$ cat config.mk
export PLATFORM = sky130hd
export DESIGN_NAME = dbg_uart_host
export DESIGN_NICKNAME = d
export VERILOG_FILES = /design/src/rtl/dbg_uart_host.sv
export SDC_FILE = /design/constraint.sdc
export NUM_CORES = 1
export LEC_CHECK = 0
export BUFFER_PORTS_ARGS = -buffer_cell sky130_fd_sc_hd__buf_2
export CORE_UTILIZATION = 45
export CTS_BUF_LIST = sky130_fd_sc_hd__clkbuf_4 sky130_fd_sc_hd__clkbuf_8
export CTS_CLUSTER_DIAMETER = 40
export DETAILED_ROUTE_END_ITERATION = 6
export GPL_TIMING_DRIVEN = 0
export PLACE_DENSITY = 0.66
export SLEW_MARGIN = 10
export SYNTH_ARGS = -nofsm -noshare
export SYNTH_HDL_FRONTEND = slang
export SYNTH_SLANG_ARGS = --single-unit
$ cat constraint.sdc
create_clock -name clk -period 2.6 [get_ports clk]
set_input_delay 0.13 -clock clk [delete_from_list [all_inputs] [get_ports clk]]
set_output_delay 0.13 -clock clk [all_outputs]
set_load 0.03 [all_outputs]
$ cat src/rtl/dbg_uart_host.sv
// Debug UART host: sends one 8N1 command byte to a target debug port and, for
// register reads, collects DW/8 response bytes (LSB first) with timeout/framing abort.
module dbg_uart_host #(
  parameter int CLK_DIV     = 868,
  parameter int DW          = 32,
  parameter int RSP_TIMEOUT = 1000000
) (
  input  logic          clk,
  input  logic          rst_n,
  input  logic          cmd_valid,
  output logic          cmd_ready,
  input  logic [1:0]    cmd_op,
  input  logic [4:0]    cmd_idx,
  output logic          uart_tx,
  input  logic          uart_rx,
  output logic          rsp_valid,
  output logic [DW-1:0] rsp_data,
  output logic          rsp_err
);
  localparam int NB = DW / 8;
  localparam int CW = $clog2(CLK_DIV);
  localparam int TW = $clog2(RSP_TIMEOUT + 1);
  localparam int BW = (NB > 1) ? $clog2(NB) : 1;
  localparam logic [CW-1:0] BIT_LAST  = CW'(CLK_DIV - 1);
  localparam logic [CW-1:0] HALF_LAST = CW'(CLK_DIV / 2 - 1);
  localparam logic [TW-1:0] TO_LAST   = TW'(RSP_TIMEOUT - 1);
  localparam logic [BW-1:0] BYTE_LAST = BW'(NB - 1);

  typedef enum logic [1:0] {IDLE, TX, RX_WAIT, DONE} state_t;

  state_t          state_reg, state_next;
  logic [CW-1:0]   cnt_reg, cnt_next;
  logic [3:0]      bit_reg, bit_next;
  logic [8:0]      shift_reg, shift_next;
  logic            tx_reg, tx_next;
  logic            rd_reg, rd_next;
  logic            busy_reg, busy_next;
  logic [TW-1:0]   to_reg, to_next;
  logic [BW-1:0]   byte_reg, byte_next;
  logic [7:0]      rx_byte_reg, rx_byte_next;
  logic [DW-1:0]   shadow_reg, shadow_next;
  logic [DW-1:0]   data_reg, data_next;
  logic            err_reg, err_next;
  logic            rx_s1_reg, rx_s2_reg, rx_prev_reg;
  logic [7:0]      cmd_byte;
  logic [CW-1:0]   rx_tgt;
  logic [DW-1:0]   merged;
  logic            rx_fall;

  // Shadow with the just-completed byte dropped into its lane.
  for (genvar gi = 0; gi < NB; gi++) begin : g_lane
    assign merged[8*gi +: 8] = (byte_reg == BW'(gi)) ? rx_byte_reg : shadow_reg[8*gi +: 8];
  end

  assign rx_fall   = rx_prev_reg & ~rx_s2_reg;
  assign rx_tgt    = (bit_reg == 4'd0) ? HALF_LAST : BIT_LAST;
  assign cmd_ready = (state_reg == IDLE);
  assign rsp_valid = (state_reg == DONE);
  assign rsp_err   = err_reg;
  assign uart_tx   = tx_reg;
  assign rsp_data  = data_reg;

  always_comb begin
    cmd_byte = 8'h00;
    case (cmd_op)
      2'd0: cmd_byte = 8'h01;
      2'd1: cmd_byte = 8'h02;
      2'd2: cmd_byte = 8'h03;
      default: cmd_byte = {3'b100, cmd_idx};
    endcase
  end

  always_comb begin
    state_next   = state_reg;
    cnt_next     = cnt_reg;
    bit_next     = bit_reg;
    shift_next   = shift_reg;
    tx_next      = tx_reg;
    rd_next      = rd_reg;
    busy_next    = busy_reg;
    to_next      = to_reg;
    byte_next    = byte_reg;
    rx_byte_next = rx_byte_reg;
    shadow_next  = shadow_reg;
    data_next    = data_reg;
    err_next     = 1'b0;
    case (state_reg)
      IDLE: if (cmd_valid) begin
        state_next = TX;
        shift_next = {1'b1, cmd_byte};
        tx_next    = 1'b0;
        cnt_next   = '0;
        bit_next   = 4'd0;
        rd_next    = (cmd_op == 2'd3);
      end
      TX: if (cnt_reg == BIT_LAST) begin
        cnt_next = '0;
        if (bit_reg == 4'd9) begin
          tx_next    = 1'b1;
          state_next = rd_reg ? RX_WAIT : DONE;
          to_next    = '0;
          busy_next  = 1'b0;
          byte_next  = '0;
        end else begin
          // Shift register refills with ones so the stop bit falls out last.
          tx_next    = shift_reg[0];
          shift_next = {1'b1, shift_reg[8:1]};
          bit_next   = bit_reg + 4'd1;
        end
      end else begin
        cnt_next = cnt_reg + 1'b1;
      end
      RX_WAIT: if (!busy_reg) begin
        if (to_reg == TO_LAST) begin
          err_next   = 1'b1;
          state_next = IDLE;
        end else begin
          to_next = to_reg + 1'b1;
          if (rx_fall) begin
            busy_next = 1'b1;
            cnt_next  = '0;
            bit_next  = 4'd0;
          end
        end
      end else if (cnt_reg == rx_tgt) begin
        cnt_next = '0;
        if (bit_reg == 4'd0) begin
          if (rx_s2_reg) busy_next = 1'b0;
          else           bit_next  = 4'd1;
        end else if (bit_reg != 4'd9) begin
          rx_byte_next = {rx_s2_reg, rx_byte_reg[7:1]};
          bit_next     = bit_reg + 4'd1;
        end else begin
          busy_next = 1'b0;
          if (!rx_s2_reg) begin
            err_next   = 1'b1;
            state_next = IDLE;
          end else begin
            to_next     = '0;
            shadow_next = merged;
            if (byte_reg == BYTE_LAST) begin
              data_next  = merged;
              state_next = DONE;
            end else begin
              byte_next = byte_reg + 1'b1;
            end
          end
        end
      end else begin
        cnt_next = cnt_reg + 1'b1;
      end
      DONE: state_next = IDLE;
      default: state_next = IDLE;
    endcase
  end

  always_ff @(posedge clk) begin
    if (!rst_n) begin
      state_reg   <= IDLE;
      cnt_reg     <= '0;
      bit_reg     <= '0;
      shift_reg   <= '1;
      tx_reg      <= 1'b1;
      rd_reg      <= 1'b0;
      busy_reg    <= 1'b0;
      to_reg      <= '0;
      byte_reg    <= '0;
      rx_byte_reg <= '0;
      shadow_reg  <= '0;
      data_reg    <= '0;
      err_reg     <= 1'b0;
      rx_s1_reg   <= 1'b1;
      rx_s2_reg   <= 1'b1;
      rx_prev_reg <= 1'b1;
    end else begin
      state_reg   <= state_next;
      cnt_reg     <= cnt_next;
      bit_reg     <= bit_next;
      shift_reg   <= shift_next;
      tx_reg      <= tx_next;
      rd_reg      <= rd_next;
      busy_reg    <= busy_next;
      to_reg      <= to_next;
      byte_reg    <= byte_next;
      rx_byte_reg <= rx_byte_next;
      shadow_reg  <= shadow_next;
      data_reg    <= data_next;
      err_reg     <= err_next;
      rx_s1_reg   <= uart_rx;
      rx_s2_reg   <= rx_s1_reg;
      rx_prev_reg <= rx_s2_reg;
    end
  end
endmodule

======== After elaboration in Yosys (flattened, before gate mapping) ========
Cells that the tools add are included.
Widths: inputs -> output; s select.
cells by class
  reductions and logical operators ........ 20
  add/subtract/negate cells ............... 4
  muxes and demuxes ....................... 77
  equal/unequal tests ..................... 34
  bitwise logic cells ..................... 4
operators by type and width
  kind                   count
  $mux 20                8
  $mux 10                7
  $mux 4                 10
  $pmux 20 s2            1
  $mux 2                 18
  $mux 8                 4
  $pmux 10 s3            1
  $mux 9                 3
  $pmux 8 s3             1
  $ne 3x3->1 const B     7
  $add 20x1->20 const B  1
  $eq 20x20->1 const B   1
  $ne 2x2->1 const B     10
  $mux 1                 18
  $pmux 9 s2             1
  $reduce_and 9->1       2
  $ne 4x4->1 const B     4
  $reduce_and 8->1       2
  $eq 2x2->1 const B     6
  $pmux 4 s3             1
  $add 10x1->10 const B  1
  $eq 10x10->1           1
  $eq 10x10->1 const B   1
  $pmux 2 s4             1
  18 further kinds       29
word-level totals
  bits of input ports ..................... 11
  output and inout port bits .............. 36
  bits in registers ....................... 126
  word-level logic and storage cells ...... 155

======== Logic depth before layout (Yosys ltp) ========
Gate-level depths: netlist of the first run.
  depth in word-level cells ............... 8
  gate-level depth with buffers ........... 11

======== Worst setup path before layout of the first run ========
Ideal clock, no wire load.
  kind .................................... register to register
  from .................................... register state_reg[0]
  to ...................................... register to_reg[5]
  clock period less this slack ............ 2361 ps
  arrival ................................. 2292 ps
  slack ................................... 239 ps
  setup time .............................. 70 ps
  stages on the path, launching flop included .. 12
  required time ........................... 2530 ps
  path through ............................ dfxtp_1 -> inv_1 -> ha_1 -> buf_2 -> and2_1 -> clkbuf_1 -> a21o_1 -> a21oi_4 -> nand3_2 -> buf_6 -> or4_1 -> a21oi_1
between the ends
  longest elaborated chain between the ends .. 3
ends and longest elaborated chain
  element                                          RTL line  source
  from (decl)                                      31        state_t state_reg, state_next;
  from (signal assigned)                           176       state_reg <= state_next;
  $eq 2x2->1 / $eq 2x1->1 (equally long branches)  87        case (state_reg)
  $ne 3x3->1 (no line) (tied with other cells)     --
  $reduce_and 8->1 (no line)                       --
  to (signal assigned)                             183       to_reg <= to_next;
  to (decl)                                        38        logic [TW-1:0] to_reg, to_next;
Parallel ways exist; a longest one is shown, timed or not.
A chain may end at the register's enable or synchronous reset.

======== Worst setup path in the final report of the first run ========
  from .................................... register state_reg[0]
  to ...................................... register to_reg[14]
The elaborated chain is that of the path after synthesis.

==> results.cfg, run 1 <==
[drt]
wirelength_um = 14900
firstDrtPassIters = 5
via_per_inst = 5.57
drcViolationCount = 0
first_iter_violations = 382
ant_nets = 0
routedWlPerCell_um = 16.1
route.vias.total = 5143

[logic_synthesis]
ys_seq_area_share_pct = 41.5
synth.avg_cell_area_um2 = 8.43
synth_nets = 697
synthTopCellsByArea = dfxtp_1 (41%), mux2i_1 (6.0%), a21oi_1 (5.1%)
synth_edf_count = 0
yosysWarningCount = 0
synth_top_area_cell = dfxtp_1
synth.cell_area_um2 = 5650
synthCells = 670
ys_types = 62
ys.flop_type = dfxtp_1
synth-seq-cells = 117
synth.top_cell.area_share_pct = 41.5
synth_async_sr_flop_share_pct = 0

[clocking]
worstSkewPairLatency_ns = 0.45
cts_htree_levels = 4
cts_root_buf = clkbuf_8
clkTransAtPathRegs_ns = 0.08
clock-sinks = 117
cts.path.max_buffers = 2
cts_tree = done
cts_buffers = 17

[setup_path]
critPathMaxStageDelay_ns = 0.52
cp-start-kind = register
path_cells = inv_1 > ha_1 > buf_2 > and2_2 > a21o_1 > a21oi_4 > o2111ai_4 > or4_1 > a21oi_1
crit_required_ns = 2.97
cp_slowest_cell = or4_1
cp_max_fo = 9
endpoint_kind = register
path_class = register to register
critPathTopFamily = compound AO/OA/AOI/OAI gates
cp_num_buf_inv = 2
critPathArrivalTime_ns = 2.85

[job]
maxCapViolations = 0

[finish]
fin_util_pct = 55.4
post-route-cell-area_um2 = 6710
drive_above_1_share_pct = 15.9
multi_input_area_um2 = 3090
fillers = 1152
seqCellArea_um2 = 2350
nNetsFinal = 770
synthToLayoutAreaGrowth_pct = 18.8
stdcell_count = 924
antenna_cells = 0
largest_reg_flops = 32

[grt]
grtUsageTotal_pct = 24.2
grt_pass1_wl_um = 24600
grt_start_max_net_pins = 17
antenna_found_initial = 0
grt_pass1_vias = 5069
grt.overflow.total = 0

[sta]
holdWs_ns = 0.0457
slew_headroom_pct = 51.3
finClkSkew_ns = 0.0124
fin_crit_sh_pct = 95.3
finalWorstSetupSlack_ns = 0.123
worst_slew_pin_slew_ns = 0.731
finalHoldViolCount = 0
setup_tns_ns = 0
max_freq_ghz = 0.404
setup_violations = 0
rsz0062_at_grt = no
report.final.slew_viol_count = 0
period_minus_slack_ns = 2.48

[pwr]
internal-power_mw = 3.41
p_switching_mw = 1.59
power.density_nw_per_um2 = 744
ir_worst_vdd_mv = 0.357
p_total_mw = 4.99
pwr-share-comb_pct = 22.0
p_sw_share_pct = 31.8
clkPwrFrac_pct = 38.4
seqPwrFrac_pct = 39.6
p_leak_nw = 2.49

[floorplan]
start_util_pct = 46.6
die_h_um = 114
dieArea_um2 = 13000
die_width_um = 114
io_pins = 47
core_um2 = 12100
num_rows = 40

[place]
dp.cells = 883
place_ws_ns = -0.308
placed_area_um2 = 6080
place.gp.congestion = 0.822
io_buffers = 45
dp_hpwl_um = 10300

[status]
status = completed

[hold_path]
hp-class = primary input to register
## cells in the mapped netlist (all sizes together) (16+ instances only)
library cell	number
nand3	48
inv	19
clkbuf	37
nand2	77
nor2	63
dfxtp	117
a21oi	59
a211oi	27
o21ai	19
mux2i	34
ha	16
nand4	18
## cells by family after synthesis
logic type / count (synthesis) / synth area share (%)
adders and majority gates: 16 / 3.54
buffers and inverters: 69 / 4.98
muxes: 34 / 6.02
xor gates and xnor gates: 14 / 2.17
AOI/OAI and AO/OA: 139 / 15.9
and+or+nand+nor: 281 / 25.9
DFF: 117 / 41.5
## layout by cell type, fill, tap and decap left out, types with 4 or more instances in the layout
| cell | n |
|---|---|
| a211oi_1 | 26 |
| a21oi_1 | 58 |
| and3_1 | 11 |
| buf_2 | 52 |
| buf_4 | 7 |
| bufinv_16 | 4 |
| clkbuf_1 | 32 |
| clkbuf_2 | 4 |
| clkbuf_8 | 19 |
| dfxtp_1 | 116 |
| ha_1 | 16 |
| inv_1 | 19 |
| inv_6 | 4 |
| mux2i_1 | 34 |
| nand2_1 | 77 |
| nand2b_1 | 8 |
| nand3_1 | 45 |
| nand4_1 | 15 |
| nor2_1 | 63 |
| nor2b_1 | 7 |
| nor3_1 | 6 |
| nor4_1 | 6 |
| o21ai_0 | 17 |
| o31a_1 | 4 |
| o31ai_1 | 7 |
| or4_1 | 12 |
| xnor2_1 | 5 |
| xor2_1 | 9 |
## cell type report
class	count	share of cell area (%)
Multi-Input combinational cell	484	46.1
Tap cell	168	3.13
Inverter	19	1.06
Buffer	49	3.23
Clock inverter	13	2.87
Sequential cell	117	35.0
Clock buffer	19	3.90
Timing Repair Buffer	55	4.77
## worst register-to-register path: stages (launching register included)
cell and delay [ns]:
dfxtp_4 0.38, inv_1 0.06, ha_1 0.18, buf_2 0.16, and2_2 0.25, a21o_1 0.19, a21oi_4 0.28, o2111ai_4 0.20
or4_1 0.52, a21oi_1 0.19
## final timing paths
check                                     from             end  slack, ns  cells past startpoint
worst max register to register    state_reg[0]      to_reg[14]       0.12                      9
worst max-delay path              state_reg[0]      to_reg[14]       0.12                      9
worst min register to register  shadow_reg[22]  shadow_reg[22]       0.45                      2
worst min-delay path                     rst_n       rx_s2_reg       0.05                      2
## what timing repair did
action                                 CTS  global route
hold buffers                             3             0
pin swaps                                1             3
setup endpoints to repair               19            52
setup buffers                            1             6
gates resized for setup                  8            13
endpoints found under the hold margin    2             0
## routing by layer
layer  vias to the layer above  part of all wire, %  wire length, um  GRT usage [%]
li1                       2534                    -                -              -
met1                      2476                   47             6960           30.7
met2                       110                   47             7060           39.4
met3                        23                  4.1              610           6.32
met4                         0                  1.7              253           9.26
met5                         -                    0                0              0
## power by group through the flow
stage	clock (mW)	sequential, mW	combinational, mW
floorplan	0	2.00	0.720
global placement	0	2.01	0.935
detailed placement	0	2.01	0.966
CTS	1.95	1.98	1.02
global route	2.03	1.99	1.21
finish	1.92	1.98	1.10
(Power assumes the default switching activity.)
==> inputs of run 2 (changes only) <==
==> constraint.sdc (replaced) <==
create_clock -name clk -period 2.6 [get_ports clk]
set_input_delay 0 -clock clk [delete_from_list [all_inputs] [get_ports clk]]
set_output_delay 0 -clock clk [all_outputs]
set_load 0.03 [all_outputs]
==> run 2 against run 1 <==
Against the previous run:
- final cell count up 0.43%
- non-clock buffer count up 4
- fmax fell by 0.12%
- routed wire length is essentially flat
- via count up 0.52%
- final area up 0.60%
==> results.cfg, run 2 (synthesis gave the netlist of run 1 again) <==
[setup_path]
path_class = register to register
cp-start-kind = register
cp_slowest_cell = or4_1
ff2ff_path_depth = 9
critPathLaunch = state_reg[0]
reg2reg_from = state_reg[0]
cp_max_fo = 9
cp-endpoint = to_reg[14]
timing.rr.end = to_reg[14]
crit_required_ns = 2.97
endpoint_kind = register
critPathArrivalTime_ns = 2.85
r2r_setup_slack_ns = 0.12
critPathMaxStageDelay_ns = 0.52
path_cells = inv_1 > ha_1 > buf_2 > and2_2 > a21o_1 > a21oi_4 > o2111ai_4 > or4_1 > a21oi_1

[pwr]
p_total_mw = 5.00
power.density_nw_per_um2 = 740
p_leak_nw = 2.51
ir_worst_vdd_mv = 0.358

[finish]
largest_reg_flops = 32
fin_util_pct = 55.7
final_common_cell = dfxtp_1
post-route-cell-area_um2 = 6750
synthToLayoutAreaGrowth_pct = 19.5
nNetsFinal = 774
antenna_cells = 0
drive_above_1_share_pct = 15.8
final_cell_mix = dfxtp_1 (116), nand2_1 (77), nor2_1 (63)

[drt]
firstDrtPassIters = 5
first_iter_violations = 361
wirelength_um = 14900
route.vias.total = 5170
ant_nets = 0
routedWlPerCell_um = 16.0
via_per_inst = 5.57
drcViolationCount = 0

[job]
maxCapViolations = 0

[sta]
worst_slew_pin_slew_ns = 0.724
finClkSkew_ns = 0.0116
finalHoldViolCount = 0
max_freq_ghz = 0.403
period_minus_slack_ns = 2.48
report.final.slew_viol_count = 0
holdWs_ns = 0.103
setup_violations = 0
rsz0062_at_grt = no
fin_crit_sh_pct = 95.4
slew_headroom_pct = 51.7

[floorplan]
start_util_pct = 46.6
core_um2 = 12100
io_pins = 47
die_h_um = 114
die_width_um = 114
dieArea_um2 = 13000
num_rows = 40

[grt]
grt.overflow.total = 0
antenna_found_initial = 0
grt_start_max_net_pins = 17
grtUsageTotal_pct = 24.3
grt_pass1_wl_um = 24600
grt_pass1_vias = 5071

[clocking]
cts_htree_levels = 4
clock-sinks = 117
cts_buffers = 17
worstSkewPairLatency_ns = 0.44
cts_root_buf = clkbuf_8
clkTransAtPathRegs_ns = 0.08
cts.path.max_buffers = 2
cts_tree = done

[place]
dp_hpwl_um = 10300
placed_area_um2 = 6080
place.gp.congestion = 0.822
io_buffers = 45

[status]
status = completed

[hold_path]
hp-class = primary input to register
run 2: cell types whose count changed in the layout (fill, tap and decap cells not counted), sizes merged:
| cell | delta |
|---|---|
| dlygate4sd3 | +4 |
run 2: per-layer routing:
metal / share of wire, % / up-vias / track usage (%)
li1: - / 2539 / -
met1: 46 / 2485 / 30.7
met2: 48 / 124 / 39.6
met3: 4.1 / 22 / 6.32
met4: 1.7 / 0 / 9.26
met5: 0 / - / 0
run 2: power by group:
| part | switching [mW] | internal, mW |
|---|---|---|
| Sequential | 0.0834 | 1.90 |
| Combinational | 0.699 | 0.406 |
| Clock | 0.803 | 1.11 |
run 2: cell type report:
type | count | area [um2]
Buffer | 49 | 216
Multi-Input combinational cell | 484 | 3090
Clock buffer | 19 | 262
Clock inverter | 13 | 193
Sequential cell | 117 | 2350
Timing Repair Buffer | 59 | 360
Fill cell | 1147 | 5360
Inverter | 19 | 71.3
Tap cell | 168 | 210
run 2: through the flow:
stage          TNS [ns]  std cells  worst slack (ns)
2_1_floorplan         0        670             0.239
4_1_cts               0        922            0.0539
3_5_place_dp      -3.03        883            -0.308
5_1_grt               0        928          0.000461
3_3_place_gp      -2.38        883            -0.245
6_report              0        928             0.120
run 2: worst max-delay path: cells and delay by family, from the launching register on:
kind                     cells  cell delay (ns)
AO/OA/AOI/OAI                4             0.84
AND/OR/NAND/NOR              2             0.77
flip-flops                   1             0.38
buffers and inverters        2             0.22
adder cells (fa/ha/maj)      1             0.18
run 2: what timing repair did:
action | in CTS | in global routing
pin swaps | 1 | 3
endpoints found under the hold margin | 9 | 0
endpoints found under the setup margin | 19 | 52
gates resized for setup | 8 | 13
buffers inserted | 1 | 6
hold buffers | 7 | 0
run 2: how the worst min path moves through the flow:
stage	start	end	cells past startpoint
after floorplan	uart_rx	rx_s1_reg	1
after global placement	uart_rx	rx_s1_reg	2
after detailed placement	uart_rx	rx_s1_reg	2
after CTS	cmd_idx[0]	shift_reg[0]	4
after global routing	cmd_idx[0]	shift_reg[0]	4
final	cmd_idx[1]	shift_reg[1]	4
==> inputs of run 3 (changes only) <==
--- a/config.mk
+++ b/config.mk
@@ -7,10 +7,12 @@
 export LEC_CHECK = 0
 export BUFFER_PORTS_ARGS = -buffer_cell sky130_fd_sc_hd__buf_2
-export CORE_UTILIZATION = 45
+export CELL_PAD_IN_SITES_DETAIL_PLACEMENT = 2
+export CELL_PAD_IN_SITES_GLOBAL_PLACEMENT = 2
+export CORE_UTILIZATION = 38
 export CTS_BUF_LIST = sky130_fd_sc_hd__clkbuf_4 sky130_fd_sc_hd__clkbuf_8
 export CTS_CLUSTER_DIAMETER = 40
 export DETAILED_ROUTE_END_ITERATION = 6
 export GPL_TIMING_DRIVEN = 0
-export PLACE_DENSITY = 0.66
+export PLACE_DENSITY = 0.85
 export SLEW_MARGIN = 10
 export SYNTH_ARGS = -nofsm -noshare
==> constraint.sdc (replaced) <==
create_clock -name clk -period 2.6 [get_ports clk]
set_input_delay 0.52 -clock clk [delete_from_list [all_inputs] [get_ports clk]]
set_output_delay 0.52 -clock clk [all_outputs]
set_load 0.03 [all_outputs]
==> run 3 against run 2 <==
Against the previous run:
- global-route usage up 4.7 points
- register-to-register slack worse by 0.06 ns
- setup slack worse by 0.060 ns
- highest routed layer unchanged
- hold slack better by 0.18 ns
- fmax down 2.4%
- routed wire length up 45%
- critical endpoint is now state_reg[1]
- via count up 6.3%
==> results.cfg, run 3 (synthesis gave the netlist of run 1 again) <==
[clocking]
worstSkewPairLatency_ns = 0.47
cts_htree_levels = 4
cts.path.max_buffers = 2
cts_tree = done
clock-sinks = 117
cts_buffers = 17
cts_root_buf = clkbuf_8
cts_hold_buf = 0
clkTransAtPathRegs_ns = 0.08

[finish]
drive_above_1_share_pct = 16.9
antenna_cells = 0
synthToLayoutAreaGrowth_pct = 17.9
final_common_cell = dfxtp_1
largest_reg_flops = 32
fin_util_pct = 45.8
nNetsFinal = 770
final_cell_mix = dfxtp_1 (115), nand2_1 (76), nor2_1 (63)

[floorplan]
num_rows = 44
die_width_um = 124
start_util_pct = 38.9
io_pins = 47
core_um2 = 14500
dieArea_um2 = 15400
die_h_um = 124

[sta]
max_freq_ghz = 0.394
finClkSkew_ns = 0.0156
setup_violations = 0
fin_crit_sh_pct = 97.7
period_minus_slack_ns = 2.54
holdWs_ns = 0.282
report.final.slew_viol_count = 0
finalHoldViolCount = 0
slew_headroom_pct = 44.6
worst_slew_pin_slew_ns = 0.832

[setup_path]
cp_num_buf_inv = 1
timing.rr.end = state_reg[1]
path_class = register to register
crit_required_ns = 2.96
cp_max_fo = 8
r2r_setup_slack_ns = 0.06
critPathMaxStageDelay_ns = 0.48
cp_slowest_cell = nor3b_1
path_cells = ha_1 > and2_0 > clkbuf_1 > a21oi_1 > nor3b_1 > a211oi_1 > a41o_1
critPathTopFamily = simple AND/OR/NAND/NOR gates
endpoint_kind = register
critPathArrivalTime_ns = 2.90
cp-start-kind = register
ff2ff_path_depth = 7
reg2reg_from = to_reg[0]

[pwr]
p_switching_mw = 1.76
ir_worst_vdd_mv = 0.377
seqPwrFrac_pct = 40.7
power.density_nw_per_um2 = 733
pwr-share-comb_pct = 24.9
p_leak_nw = 2.47
clkPwrFrac_pct = 34.4
p_sw_share_pct = 36.0
internal-power_mw = 3.12

[grt]
grt_pass1_vias = 6054
antenna_found_initial = 0
grtUsageTotal_pct = 29.0
grt_pass1_wl_um = 32800
grt_start_max_net_pins = 17
grt.overflow.total = 0

[place]
dp_hpwl_um = 13800
io_buffers = 45
place.gp.congestion = 0.787

[drt]
routedWlPerCell_um = 23.0
wirelength_um = 21600
firstDrtPassIters = 4
via_per_inst = 5.85
first_iter_violations = 243
route.vias.total = 5496
ant_nets = 0
drcViolationCount = 0

[status]
status = completed

[hold_path]
hold_path_startpoint = uart_rx
hold_end = rx_s1_reg
hold_depth = 2
hp-class = primary input to register

[job]
maxCapViolations = 0
==> run 3: changes by cell type in the layout (fill, tap and decap cells not counted), moves of 2 or more <==
| cell | before | now |
|---|---|---|
| buf_4 | 7 | 11 |
| clkbuf_1 | 32 | 29 |
| clkinvlp_4 | 2 | 4 |
| dlygate4sd3_1 | 7 | 0 |
| dfxtp_2 | 0 | 2 |
| bufinv_16 | 4 | 1 |
==> run 3: worst max path at each step <==
stage,from,end,slack [ns],cells past startpoint
global placement,state_reg[0],to_reg[0],-0.34,10
global route,to_reg[0],state_reg[1],-0.08,7
detailed placement,state_reg[0],to_reg[6],-0.48,10
floorplan,state_reg[0],to_reg[5],0.24,11
finish,to_reg[0],state_reg[1],0.06,7
CTS,bit_reg[0],to_reg[18],0.007,8
==> run 3: final cells by class <==
| type | count | area [um2] |
|---|---|---|
| plain buffers | 47 | 216 |
| clock buffers | 19 | 255 |
| clock inverters | 13 | 123 |
| fillers | 1627 | 7880 |
| inverters | 19 | 71.3 |
| multi-input cells | 484 | 3080 |
| flip-flops and latches | 117 | 2340 |
| well taps | 184 | 230 |
| repair buffers | 57 | 340 |
==> run 3: what timing repair did <==
item / CTS / global route
pin swaps: 3 / 2
buffers inserted: 6 / 6
setup endpoints to repair: 74 / 75
gates resized for setup: 8 / 18
==> run 3: power by group through the flow <==
stage / Sequential, mW / Clock, mW / Combinational (mW)
global route: 2.00 / 1.76 / 1.32
detailed placement: 2.02 / 0 / 1.04
global placement: 2.01 / 0 / 0.966
floorplan: 2.00 / 0 / 0.720
finish: 1.98 / 1.68 / 1.22
CTS: 1.98 / 1.69 / 1.14
==> run 3: per-layer routing <==
layer | wire (um) | track usage (%)
met1 | 8940 | 32.2
met4 | 748 | 13.9
met5 | 0 | 0
met3 | 724 | 6.23
met2 | 11200 | 52.4
==> run 3: worst register-to-register path, stage by stage (launching register included) <==
cell,delay [ns]
dfxtp_1,0.46
ha_1,0.32
and2_0,0.17
clkbuf_1,0.37
a21oi_1,0.22
nor3b_1,0.48
a211oi_1,0.17
a41o_1,0.25
==> run 3: through the flow <==
| stage | cells | worst slack [ns] | total power, mW | TNS [ns] | area, um2 |
|---|---|---|---|---|---|
| 6_report | 940 | 0.0597 | 4.88 | 0 | 6660 |
| 5_1_grt | 940 | -0.0809 | 5.07 | -0.390 | 6660 |
| 4_1_cts | 936 | 0.00739 | 4.81 | 0 | 6590 |
| 3_5_place_dp | 899 | -0.482 | 3.06 | -6.20 | 6100 |
| 3_3_place_gp | 899 | -0.342 | 2.98 | -3.37 | 6100 |
| 2_1_floorplan | 670 | 0.239 | 2.72 | 0 | 5650 |
